### src/rtl/morse_tone_player_if.sv
// morse_tone_player_if: character handshake between keypad capture and the Morse tone player
interface morse_tone_player_if;
    logic       sym_valid;
    logic       sym_ready;
    logic [2:0] sym_len;
    logic [4:0] sym_bits;
    logic       sym_last;
    logic       speed_adjust;
    modport master (output sym_valid, sym_len, sym_bits, sym_last, speed_adjust, input sym_ready);
    modport slave  (input sym_valid, sym_len, sym_bits, sym_last, speed_adjust, output sym_ready);
endinterface

### src/rtl/morse_tone_player.sv
// morse_tone_player: times Morse dots, dashes and gaps and drives a square-wave buzzer
module morse_tone_player #(
    parameter int UNIT_SLOW = 10_000_000,
    parameter int UNIT_FAST = 5_000_000,
    parameter int TONE_HALF = 100_000
) (
    input  logic                  clk,
    input  logic                  rst,
    morse_tone_player_if.slave    sym,
    output logic                  beep,
    output logic                  busy,
    output logic [2:0]            elem_idx
);
    localparam int CW = $clog2(7 * UNIT_SLOW + 1);
    localparam int TW = $clog2(TONE_HALF + 1);
    typedef enum logic [1:0] {IDLE, TONE, EGAP, CGAP} state_t;
    state_t        state_q, state_d;
    logic [CW-1:0] cnt_q, cnt_d, unit, dur;
    logic [TW-1:0] tcnt_q, tcnt_d;
    logic [2:0]    idx_q, idx_d, len_q, len_d, len_in;
    logic [4:0]    bits_q, bits_d;
    logic          beep_q, beep_d, last_q, last_d, fast_q, fast_d, done;
    always_comb begin
        len_in  = (sym.sym_len > 3'd5) ? 3'd5 : sym.sym_len;
        unit    = fast_q ? CW'(UNIT_FAST) : CW'(UNIT_SLOW);
        dur     = (state_q == TONE && bits_q[idx_q]) ? unit * CW'(3) :
                  (state_q == CGAP) ? unit * (last_q ? CW'(7) : CW'(3)) : unit;
        done    = cnt_q == dur - CW'(1);
        state_d = state_q;
        cnt_d   = done ? '0 : cnt_q + CW'(1);
        tcnt_d  = (tcnt_q == TW'(TONE_HALF - 1)) ? '0 : tcnt_q + TW'(1);
        beep_d  = 1'b0;
        idx_d   = idx_q;
        len_d   = len_q;
        bits_d  = bits_q;
        last_d  = last_q;
        fast_d  = fast_q;
        case (state_q)
            IDLE: begin
                cnt_d  = '0;
                tcnt_d = '0;
                if (sym.sym_valid) begin
                    len_d   = len_in;
                    bits_d  = sym.sym_bits;
                    last_d  = sym.sym_last || len_in == 3'd0;
                    fast_d  = sym.speed_adjust;
                    idx_d   = 3'd0;
                    state_d = (len_in == 3'd0) ? CGAP : TONE;
                    beep_d  = len_in != 3'd0;
                end
            end
            TONE: begin
                beep_d = done ? 1'b0 : (tcnt_q == TW'(TONE_HALF - 1)) ? ~beep_q : beep_q;
                if (done) state_d = (idx_q < len_q - 3'd1) ? EGAP : CGAP;
            end
            EGAP: if (done) begin
                state_d = TONE;
                idx_d   = idx_q + 3'd1;
                beep_d  = 1'b1;
                tcnt_d  = '0;
            end
            CGAP: if (done) begin
                state_d = IDLE;
                idx_d   = 3'd0;
            end
            default: state_d = IDLE;
        endcase
    end
    always_ff @(posedge clk) begin
        if (!rst) begin
            state_q <= IDLE;
            cnt_q   <= '0;
            tcnt_q  <= '0;
            beep_q  <= 1'b0;
            idx_q   <= 3'd0;
            len_q   <= 3'd0;
            bits_q  <= 5'd0;
            last_q  <= 1'b0;
            fast_q  <= 1'b0;
        end else begin
            state_q <= state_d;
            cnt_q   <= cnt_d;
            tcnt_q  <= tcnt_d;
            beep_q  <= beep_d;
            idx_q   <= idx_d;
            len_q   <= len_d;
            bits_q  <= bits_d;
            last_q  <= last_d;
            fast_q  <= fast_d;
        end
    end
    assign sym.sym_ready = state_q == IDLE;
    assign busy          = state_q != IDLE;
    assign beep          = beep_q;
    assign elem_idx      = idx_q;
endmodule
### src/flat_wrapper.sv
// flat-port wrapper written by rule: the top's interface ports become plain ports
module morse_tone_player_flat 
#(
    parameter int UNIT_SLOW = 10_000_000,
    parameter int UNIT_FAST = 5_000_000,
    parameter int TONE_HALF = 100_000
)
  (clk, rst, beep, busy, elem_idx, sym_sym_valid, sym_sym_len, sym_sym_bits, sym_sym_last, sym_speed_adjust, sym_sym_ready);
  morse_tone_player_if sym_i ();
  input  logic clk;
  input  logic rst;
  output logic beep;
  output logic busy;
  output logic [2:0] elem_idx;
  input wire logic [$bits(sym_i.sym_valid)-1:0] sym_sym_valid;
  input wire logic [$bits(sym_i.sym_len)-1:0] sym_sym_len;
  input wire logic [$bits(sym_i.sym_bits)-1:0] sym_sym_bits;
  input wire logic [$bits(sym_i.sym_last)-1:0] sym_sym_last;
  input wire logic [$bits(sym_i.speed_adjust)-1:0] sym_speed_adjust;
  output wire logic [$bits(sym_i.sym_ready)-1:0] sym_sym_ready;
  assign sym_i.sym_valid = sym_sym_valid;
  assign sym_i.sym_len = sym_sym_len;
  assign sym_i.sym_bits = sym_sym_bits;
  assign sym_i.sym_last = sym_sym_last;
  assign sym_i.speed_adjust = sym_speed_adjust;
  assign sym_sym_ready = sym_i.sym_ready;
  morse_tone_player #(.UNIT_SLOW(UNIT_SLOW), .UNIT_FAST(UNIT_FAST), .TONE_HALF(TONE_HALF)) u_core (.clk(clk), .rst(rst), .sym(sym_i), .beep(beep), .busy(busy), .elem_idx(elem_idx));
endmodule
### config.mk
export PLATFORM = sky130hd
export DESIGN_NAME = morse_tone_player_flat
export DESIGN_NICKNAME = d
export VERILOG_FILES = /design/src/rtl/morse_tone_player_if.sv /design/src/rtl/morse_tone_player.sv /design/src/flat_wrapper.sv
export SDC_FILE = /design/constraint.sdc
export NUM_CORES = 1
export LEC_CHECK = 0
export ABC_AREA = 0
export CORE_MARGIN = 3
export CORE_UTILIZATION = 50
export DETAILED_ROUTE_END_ITERATION = 8
export PLACE_DENSITY_LB_ADDON = 0.12
export SLEW_MARGIN = 0
export SYNTH_ARGS = -nofsm -noshare
export SYNTH_HDL_FRONTEND = slang
export SYNTH_SLANG_ARGS = --single-unit
export TNS_END_PERCENT = 30
### constraint.sdc
create_clock -name clk -period 4.65 [get_ports clk]
set_input_delay 0.93 -clock clk [delete_from_list [all_inputs] [get_ports clk]]
set_output_delay 0.93 -clock clk [all_outputs]
set_load 0.01 [all_outputs]
==> impl_metrics.csv <==
group,metric,value,unit
floorplan,die_h,89.81,µm
worst_setup_path,max_stage_delay,0.64,ns
yosys,synth.mux.area_fraction,0.01176,
route,dr.pass1.iters,4,
timing,tightest_slew,0.7287,ns
global_route,grt_pass1_wl,13300,µm
timing,setup_viol_count_final,0,
final_layout,areaGrowthSynthToFinish,13.57,%
route,met1_length,3784,µm
cts,htree_levels,3,
yosys,synth_top_family_by_area,"simple AND/OR/NAND/NOR gates",
global_route,grt_max_degree,28,
route,vias,3061,
global_route,grt_pass1_vias,2780,
worst_setup_path,crit_path_start_kind,"register",
route,first_iter_violations,217,
final_layout,layout_common_cells,"nor2_1, dfxtp_1, nand2_1",
timing,final_max_slew_viol_count,0,
timing,hold_viol,0,
yosys,ys_top_cells_by_area,"dfxtp_1, xnor2_1, nor2_1",
power,powerDensity,325.0,nW/µm²
cts,clock_latency,0.34,ns
yosys,synth-simple-area-share,0.2886,
floorplan,die_w,89.81,µm
placed_design,dp_hpwl,5437,µm
cts,post-cts-setup-buffers,0,
timing,max_freq,0.2513,GHz
timing,grt_setup_unrepaired,"false",
route,met2_length,3464,µm
worst_setup_path,crit_path_end_kind,"register",
global_route,global_route.overflow_total,0,
cts,cts.clk_slew.worst_paths,0.07,ns
cts,cts-hold-fix-buffers,0,
worst_setup_path,critPathSlowestCell,"or4_4",
yosys,yosysTopAreaCell,"dfxtp_1",
yosys,synthesis.nets,470,
cts,cts_tree,"done",
floorplan,pin_count,19,
timing,tns,0,ns
cts,clock_path_buffers,2,
cts,root_buffer,"clkbuf_8",
route,met3_wirelength,419,µm
route,wl_per_cell,14.22,µm
route,top_layer_used,"met4",
timing,finClkSkew,0.01723,ns
worst_setup_path,cp_cell_sequence,"nand2_1 > a21oi_1 > o211ai_1 > buf_4 > and3_1 > ha_1 > xnor2_1 > or4b_1 > a21oi_1 > o21a_1 > o22ai_1 > or4_4 > or4b_1 > a21oi_1",
global_route,grt_usage,0.1977,
route,wirelength,7791,µm
worst_setup_path,cp.arrival,4.26,ns
global_route,antenna_found_initial,0,
route,avgViaCountPerCell,5.586,
yosys,synth-seq-cells,60,
timing,final.period_utilization,0.8558,
cts,cts.repair.resized,0,
hold_path,hp-class,"register to register",
final_layout,drive_gt1_frac,0.05934,
yosys,synth_cell_types,57,
timing,period_needed,3.979,ns
yosys,yosysSeqAreaShare,0.3420,
floorplan,rows,29,
yosys,synth_xor_area_frac,0.1261,
placed_design,globalplace.congestion,0.9725,
power,p_leak,1.430,nW
cts,clock-sinks,60,
worst_setup_path,r2r_slack,0.67,ns
yosys,synth_fa_ha_area_frac,0.05344,
worst_setup_path,crit_top_cell,"a21oi_1",
yosys,async_reset_ff_frac,0,
floorplan,dieArea,8066,µm²
worst_setup_path,required,4.93,ns
outcome,status,"finished clean",
power,ir_drop,177.7,µV
flow_run,maxCapViolCount,0,
cts,numCtsBuffers,9,
timing,maxSlewHeadroom,0.5137,
yosys,syn_inst,442,
yosys,synth_flop_cell,"dfxtp_1",
yosys,syn_avg_cell_area,7.946,µm²
yosys,syn-cell-area,3512,µm²
yosys,synth_compound_area_frac,0.1290,
final_layout,n_antenna_cell,0,
floorplan,core-area,6568,µm²
yosys,synth-edff-count,0,
worst_setup_path,cp_top_family,"simple AND/OR/NAND/NOR gates",
route,ant_nets,0,
placed_design,port_buffers,18,
floorplan,initial_core_util,0.5348,
yosys,synth_top_area_share,0.3420,
final_layout,fin_nets,478,
worst_setup_path,cp_max_fo,12,
route,remaining_drc_errors,0,
power,power,1.296,mW
worst_setup_path,path_buf_inv,1,
worst_setup_path,worst-setup-path-type,"register to register",
yosys,ys_warn_count,0,
stage by stage:
stage	hold slack [ns]	utilization	worst slack, ns	cell area (µm²)	std cells
final	0.4522	0.6074	0.6706	3989	548
after floorplan	0.4260	-	0.9649	3512	442
after global placement	0.4409	0.5662	0.8327	3719	532
after global routing	0.4914	0.6074	0.4353	3989	548
after detailed placement	0.4473	0.5662	0.7255	3719	532
after CTS	0.4555	0.6074	0.6960	3989	548
final timing paths:
path | from | to | cells after the start
hold / removal | u_core.len_q[1] | u_core.len_q[1] | 2
setup reg to reg | u_core.elem_idx[0] | u_core.elem_idx[1] | 14
setup / recovery | u_core.elem_idx[0] | u_core.elem_idx[1] | 14
hold reg to reg | u_core.len_q[1] | u_core.len_q[1] | 2
area by class of cell:
class	count	area (µm²)
Fill cell	581	2579
Multi-Input combinational cell	342	2138
Tap cell	93	116.4
Inverter	16	60.06
Sequential cell	60	1201
Timing Repair Buffer	21	202.7
Clock buffer	9	123.9
Clock inverter	7	146.4
sequential cells by signal, indices dropped and copies added, names as in the netlist:
register	flops
u_core.state_q	2
u_core.last_q	1
u_core.tcnt_q	17
u_core.fast_q	1
u_core.elem_idx	3
u_core.bits_q	5
u_core.cnt_q	27
u_core.len_q	3
u_core.beep	1
kinds of logic after synthesis:
logic type	Yosys count
multiplexers	4
XOR/XNOR	49
AO/OA/AOI/OAI	69
AND/OR/NAND/NOR	205
adder cells (fa/ha/maj)	15
flip-flops	60
buffers and inverters	40
synth_stat cells (2+ instances only):
cell type  instances
dfxtp_1           60
o22ai_1            3
nand3_1           21
or4b_1             2
nand2_1           48
o21ai_0            7
a311oi_1           2
nor2b_1            6
and2_1             5
o221ai_1           3
or2_2              2
buf_2              9
nand2b_1           5
o211ai_1           3
nor4b_1            2
or4_1              3
a211oi_1           6
o31ai_1            2
and3_1            12
a21o_1             3
xnor2_1           26
and4_1             4
mux2i_1            3
nand4_1           10
nor3_1            15
a21oi_1           27
ha_1              15
clkbuf_1          12
nand3b_1           2
nor3b_1            2
xor2_1            22
nor2_1            60
inv_1             16
power breakdown:
| group | internal (mW) | switching, mW | total, mW |
|---|---|---|---|
| clock | 0.414 | 0.220 | 0.634 |
| combinational | 0.0505 | 0.0770 | 0.127 |
| sequential | 0.524 | 0.0108 | 0.535 |
worst reg2reg max path: cells and delay by family (launching register included):
family	cells	cell delay (ns)
xor+xnor	1	0.19
fa+ha+maj	1	0.22
flops	1	0.48
buf+inv	1	0.19
simple gates	5	1.91
compound gates	6	0.92
per-layer routing:
| layer | GRT usage | up-vias |
|---|---|---|
| li1 | - | 1539 |
| met1 | 0.2719 | 1427 |
| met2 | 0.3033 | 82 |
| met3 | 0.05760 | 13 |
| met4 | 0.05364 | 0 |
| met5 | 0 | - |
No activity file was read; power rests on OpenSTA's default activity.
